`src/rtl/mask_assembler.sv`:
```
// rtl/mask_assembler.sv - collects index beats into a one-hot OR mask per frame
//
// Purpose: accepts a stream of bit indices, ORs their one-hot decodes into an
// accumulator, and presents the assembled mask, beat count and duplicate flag
// once the frame's last beat has been accepted. The result is held until the
// consumer takes it.
//
// Optional feature macro: MASK_ASSEMBLER_DUP_DETECT_EN (duplicate-index detection)
//
// Ports:
//   clk        in   clock, rising edge
//   reset_n    in   synchronous active-low reset
//   flush      in   discard the partially collected frame
//   in_valid   in   index beat valid
//   in_ready   out  index beat accepted when in_valid & in_ready
//   in_idx     in   [n-1:0] bit position to set
//   in_last    in   final beat of the frame
//   out_valid  out  assembled mask available
//   out_ready  in   consumer takes the mask
//   out_mask   out  [2**n-1:0] OR of one-hot decodes of the frame's indices
//   out_count  out  [n:0] accepted beats in frame, saturating at all-ones
//   out_dup    out  frame repeated an index (0 when detection is not built)

module mask_assembler #(
  parameter int n = 3
) (
  input  logic              clk,
  input  logic              reset_n,
  input  logic              flush,
  input  logic              in_valid,
  output logic              in_ready,
  input  logic [n-1:0]      in_idx,
  input  logic              in_last,
  output logic              out_valid,
  input  logic              out_ready,
  output logic [2**n-1:0]   out_mask,
  output logic [n:0]        out_count,
  output logic              out_dup
);

  localparam int w = 2**n;
  localparam logic [n:0] cnt_max = '1;

  typedef enum logic {
    st_collect = 1'b0,
    st_hold    = 1'b1
  } state_t;

  state_t state_q;
  state_t state_d;

  logic [w-1:0] acc_q;
  logic [n:0]   cnt_q;
  logic [w-1:0] mask_q;
  logic [n:0]   count_q;

  logic         accept;
  logic [w-1:0] idx_onehot;
  logic [n:0]   cnt_inc;

  assign accept     = in_valid & in_ready;
  assign idx_onehot = {{(w-1){1'b0}}, 1'b1} << in_idx;
  assign cnt_inc    = (cnt_q == cnt_max) ? cnt_q : cnt_q + {{n{1'b0}}, 1'b1};

  // State register
  always_ff @(posedge clk) begin
    if (!reset_n) begin
      state_q <= st_collect;
    end else begin
      state_q <= state_d;
    end
  end

  // Next-state logic
  always_comb begin
    state_d = state_q;
    case (state_q)
      st_collect: if (accept && in_last) state_d = st_hold;
      st_hold:    if (out_ready)         state_d = st_collect;
      default:                           state_d = st_collect;
    endcase
  end

  // Outputs decoded from state. in_ready is gated by reset_n so no beat
  // appears accepted while the block is being reset.
  always_comb begin
    in_ready  = 1'b0;
    out_valid = 1'b0;
    case (state_q)
      st_collect: in_ready  = reset_n & ~flush;
      st_hold:    out_valid = 1'b1;
      default:    ;
    endcase
  end

  // Accumulator, beat count and held result. The held registers are cleared
  // on the consumer handshake so the outputs read 0 whenever out_valid is 0.
  always_ff @(posedge clk) begin
    if (!reset_n) begin
      acc_q   <= '0;
      cnt_q   <= '0;
      mask_q  <= '0;
      count_q <= '0;
    end else begin
      case (state_q)
        st_collect: begin
          if (flush) begin
            acc_q <= '0;
            cnt_q <= '0;
          end else if (accept) begin
            if (in_last) begin
              mask_q  <= acc_q | idx_onehot;
              count_q <= cnt_inc;
            end else begin
              acc_q <= acc_q | idx_onehot;
              cnt_q <= cnt_inc;
            end
          end
        end
        st_hold: begin
          if (out_ready) begin
            acc_q   <= '0;
            cnt_q   <= '0;
            mask_q  <= '0;
            count_q <= '0;
          end
        end
        default: ;
      endcase
    end
  end

  assign out_mask  = mask_q;
  assign out_count = count_q;

`ifdef MASK_ASSEMBLER_DUP_DETECT_EN
  logic dup_q;
  logic dup_out_q;
  logic dup_hit;

  // A beat is a duplicate when its bit is already present from earlier beats.
  assign dup_hit = acc_q[in_idx];

  always_ff @(posedge clk) begin
    if (!reset_n) begin
      dup_q     <= 1'b0;
      dup_out_q <= 1'b0;
    end else begin
      case (state_q)
        st_collect: begin
          if (flush) begin
            dup_q <= 1'b0;
          end else if (accept) begin
            if (in_last) begin
              dup_out_q <= dup_q | dup_hit;
            end else begin
              dup_q <= dup_q | dup_hit;
            end
          end
        end
        st_hold: begin
          if (out_ready) begin
            dup_q     <= 1'b0;
            dup_out_q <= 1'b0;
          end
        end
        default: ;
      endcase
    end
  end

  assign out_dup = dup_out_q;
`else
  assign out_dup = 1'b0;
`endif

endmodule
```
`config.mk`:
```
export PLATFORM = sky130hd
export DESIGN_NAME = mask_assembler
export DESIGN_NICKNAME = d
export VERILOG_FILES = /design/src/rtl/mask_assembler.sv
export SDC_FILE = /design/constraint.sdc
export NUM_CORES = 1
export LEC_CHECK = 0
export CORE_ASPECT_RATIO = 1.5
export CORE_MARGIN = 2
export CORE_UTILIZATION = 35
export CTS_BUF_LIST = sky130_fd_sc_hd__clkbuf_8
export CTS_CLUSTER_DIAMETER = 100
export DETAILED_ROUTE_END_ITERATION = 10
export HOLD_SLACK_MARGIN = 0.02
export SKIP_CTS_REPAIR_TIMING = 1
export SKIP_LAST_GASP = 1
export SLEW_MARGIN = 40
export SYNTH_ARGS = -nofsm -noshare
export SYNTH_HDL_FRONTEND = slang
export SYNTH_SLANG_ARGS = --single-unit
```
`constraint.sdc`:
```
create_clock -name clk -period 1.62 [get_ports clk]
set_clock_uncertainty 0.05 [all_clocks]
set_input_delay 0.324 -clock clk [delete_from_list [all_inputs] [get_ports clk]]
set_output_delay 0.324 -clock clk [all_outputs]
set_load 0.05 [all_outputs]
```
==> flow_metrics.py, run 1 <==
metrics = {
    "synthesis": {
        "synthCells": 126,
        "yosys-top-cells-area": "dfxtp_1, o2bb2ai_1, a21oi_1, nand3_1, o211ai_1",
        "syn-num-nets": 136,
        "synthMostInstantiatedCell": "dfxtp_1",
        "yosys.area_share.simple_pct": 21.26,
        "synthMuxAreaShare_pct": 3.579,
        "async_reset_ff_share_pct": 0,
        "synthDistinctLibCells": 40,
        "yosys.area.top_type": "dfxtp_1",
        "synth_area_mm2": 0.001189,
        "synth-seq-area-share_pct": 42.11,
        "synth_top_family_by_area": "compound AO/OA/AOI/OAI gates",
        "synth.ff_latch_count": 25,
        "yosys-top-cells-count": "dfxtp_1, a21oi_1, o2bb2ai_1",
        "synth_top_area_share_pct": 42.11,
        "synth_fa_ha_area_share_pct": 1.053,
        "synthXorXnorAreaFrac_pct": 0.7368,
        "synth_edf_count": 0,
        "synth_warnings": 0,
        "synth-compound-area-share_pct": 25.05,
        "synth_ff_type": "dfxtp_1",
        "syn_avg_cell_area_um2": 9.434,
    },
    "worst_setup_path": {
        "cp-start-kind": "flop",
        "rrSetupSlack_ps": 210,
        "crit_buf_inv": 3,
        "rr_endpoint": "cnt_q[1]",
        "cp-end-kind": "output port",
        "cp_cell_sequence": "buf_6 > nor3b_2 > buf_4 > buf_12",
        "worstPathArrival_ps": 1210,
        "startpoint": "state_q",
        "reg2regPathDepth": 7,
        "worstPathMaxFanout": 9,
        "rr_startpoint": "state_q",
        "critical_path_depth": 4,
        "critPathKind": "flop to output port",
        "max_stage_delay_ps": 320,
        "slowest_stage": "dfxtp_1",
        "critical_path.endpoint": "in_ready",
        "worstPathRequired_ps": 1250,
        "cpLargestDelayFamily": "buffers and inverters",
    },
    "sta": {
        "whs_ps": 428.7,
        "period_needed_ps": 1579,
        "timing.fmax_mhz": 633.3,
        "setup-tns-final_ps": 0,
        "period_share_pct": 97.48,
        "finalMaxSlewViolations": 0,
        "rsz0062_at_grt": "false",
        "setup_viol": 0,
        "hold_viol": 0,
    },
    "clock_network": {
        "cts.htree.levels": 1,
        "cts.path.max_buffers": 2,
        "root_buffer": "clkbuf_8",
        "clk_latency_ps": 270,
        "numCtsBuffers": 3,
        "path_clk_slew_ps": 90,
        "cts.sinks": 25,
        "cts_tree": "done",
    },
    "route": {
        "drcViolationCount": 0,
        "drtAntennaViolNets": 0,
        "wl_per_cell_um": 15.37,
        "wirelength_um": 3151,
        "first_pass_iters": 4,
        "vias_per_cell": 5.585,
        "drt-initial-drc-count": 28,
        "num_vias": 1145,
    },
    "grt": {
        "grt_pass1_wl_um": 5099,
        "grt_usage_pct": 17.30,
        "grt_antenna_before_repair": 0,
        "grt_pass1_vias": 1213,
        "grt.overflow.total": 0,
        "grt_max_degree": 15,
    },
    "floorplanning": {
        "initial_core_util_pct": 37.25,
        "die-height_um": 75.38,
        "die_w_um": 51.58,
        "rows": 25,
        "core_region_area_mm2": 0.003191,
        "ioPinCount": 24,
        "die-area_mm2": 0.003888,
    },
    "layout": {
        "fillers": 326,
        "final_nets": 176,
        "fin_area_mm2": 0.001735,
        "drive_gt1_share_pct": 27.27,
        "diodes": 0,
        "syn_to_final_growth_pct": 46.00,
    },
    "pwr": {
        "p_leak_nw": 0.6565,
        "p_per_area_mw_per_mm2": 701.3,
        "ir_worst_vdd_mv": 0.5057,
        "power_frac_seq_pct": 51.6,
        "p_comb_share_pct": 17.8,
        "p_switching_w": 0.0003213,
        "p_clk_share_pct": 30.6,
        "swShare_pct": 26.40,
        "total_power_w": 0.001217,
        "intPower_w": 0.0008957,
    },
    "worst_hold_path": {
        "hold_class": "flop to flop",
    },
    "placement": {
        "port_buffers": 22,
        "dp_hpwl_um": 2454,
        "gp_congestion": 0.8899,
        "post_dp_cell_area_mm2": 0.001673,
    },
    "outcome": {
        "outcome": "finished clean",
    },
    "job": {
        "cap_viol_max_count": 0,
    },
}
-- cell usage in the layout, fill, tap and decap left out, types with 3 or more instances in the layout --
master / synthesis / routed
o211ai_1: 5 / 5
nand3_1: 9 / 9
and3b_1: 3 / 3
o32ai_1: 3 / 3
clkbuf_8: 0 / 3
inv_1: 5 / 5
clkdlybuf4s50_1: 0 / 6
a21oi_1: 10 / 10
nand2_1: 7 / 7
dfxtp_1: 25 / 25
nor2_1: 8 / 8
buf_12: 0 / 12
o2bb2ai_1: 10 / 10
buf_4: 1 / 22
-- power groups by stage --
stage	sequential [W]	combinational [W]	clock, W
6_report	0.000628	0.000217	0.000372
2_1_floorplan	0.000658	0.0000853	0
4_1_cts	0.000628	0.000216	0.000381
5_1_grt	0.000629	0.000230	0.000394
3_3_place_gp	0.000642	0.000211	0
3_5_place_dp	0.000642	0.000214	0
-- per-stage QoR --
step	util, %	cells	setup slack [ps]
floorplan	-	126	77.31
global placement	52.43	200	-94.48
detailed placement	52.43	200	-89.67
CTS	53.88	204	-71.66
global route	54.39	205	0.01521
finish	54.39	205	40.84
-- how the worst min path moves through the flow --
stage,end,from,depth (start not counted),slack (ps)
5_1_grt,acc_q[7],acc_q[7],2,450
6_report,out_mask[2],out_mask[2],1,430
4_1_cts,out_mask[2],out_mask[2],1,430
2_1_floorplan,acc_q[1],acc_q[1],2,410
3_5_place_dp,out_mask[2],out_mask[2],1,400
3_3_place_gp,out_mask[2],out_mask[2],1,400
-- registers in the layout, indices dropped and copies added (netlist names) --
register / count
state_q: 1
out_mask: 8
out_count: 4
acc_q: 8
cnt_q: 4
-- per-layer routing --
layer | vias to the layer above | track usage, % | wire length, um
li1 | 549 | - | -
met1 | 555 | 16.71 | 1203
met2 | 32 | 34.19 | 1769
met3 | 9 | 2.745 | 122
met4 | 0 | 9.357 | 56
met5 | - | 0 | 0
-- area by class of cell --
cell class                      instances  area, um2  share of cell area [%]
Timing Repair Buffer                   43      501.7                   28.91
Clock inverter                          1      5.005                  0.2884
Inverter                                5      18.77                   1.081
Multi-Input combinational cell         88      618.1                   35.62
Sequential cell                        25      500.5                   28.84
Clock buffer                            3      41.29                   2.379
Tap cell                               40      50.05                   2.884
-- worst reg2reg max path: stages (launching register included) --
cell and delay, ps:
dfxtp_1 320, buf_6 140, nor3b_2 170, buf_4 170, buf_4 110, buf_4 110
nand2_2 80, o221ai_1 180
-- cell families after synthesis --
family / Yosys count
buffers and inverters: 13
flip-flops: 25
AO/OA/AOI/OAI: 38
other: 1
multiplexers: 3
adder cells (fa/ha/maj): 1
XOR/XNOR: 1
AND/OR/NAND/NOR: 44
No activity file was read; power rests on OpenSTA's default activity.
==> inputs of run 2 (changes only) <==
--- a/config.mk
+++ b/config.mk
@@ -11,6 +11,7 @@
 export CTS_BUF_LIST = sky130_fd_sc_hd__clkbuf_8
 export CTS_CLUSTER_DIAMETER = 100
 export DETAILED_ROUTE_END_ITERATION = 10
+export GPL_ROUTABILITY_DRIVEN = 0
 export HOLD_SLACK_MARGIN = 0.02
 export SKIP_CTS_REPAIR_TIMING = 1
 export SKIP_LAST_GASP = 1
==> results of run 2 <==
The final DEF is identical to that of run 1; final timing and power are the same.
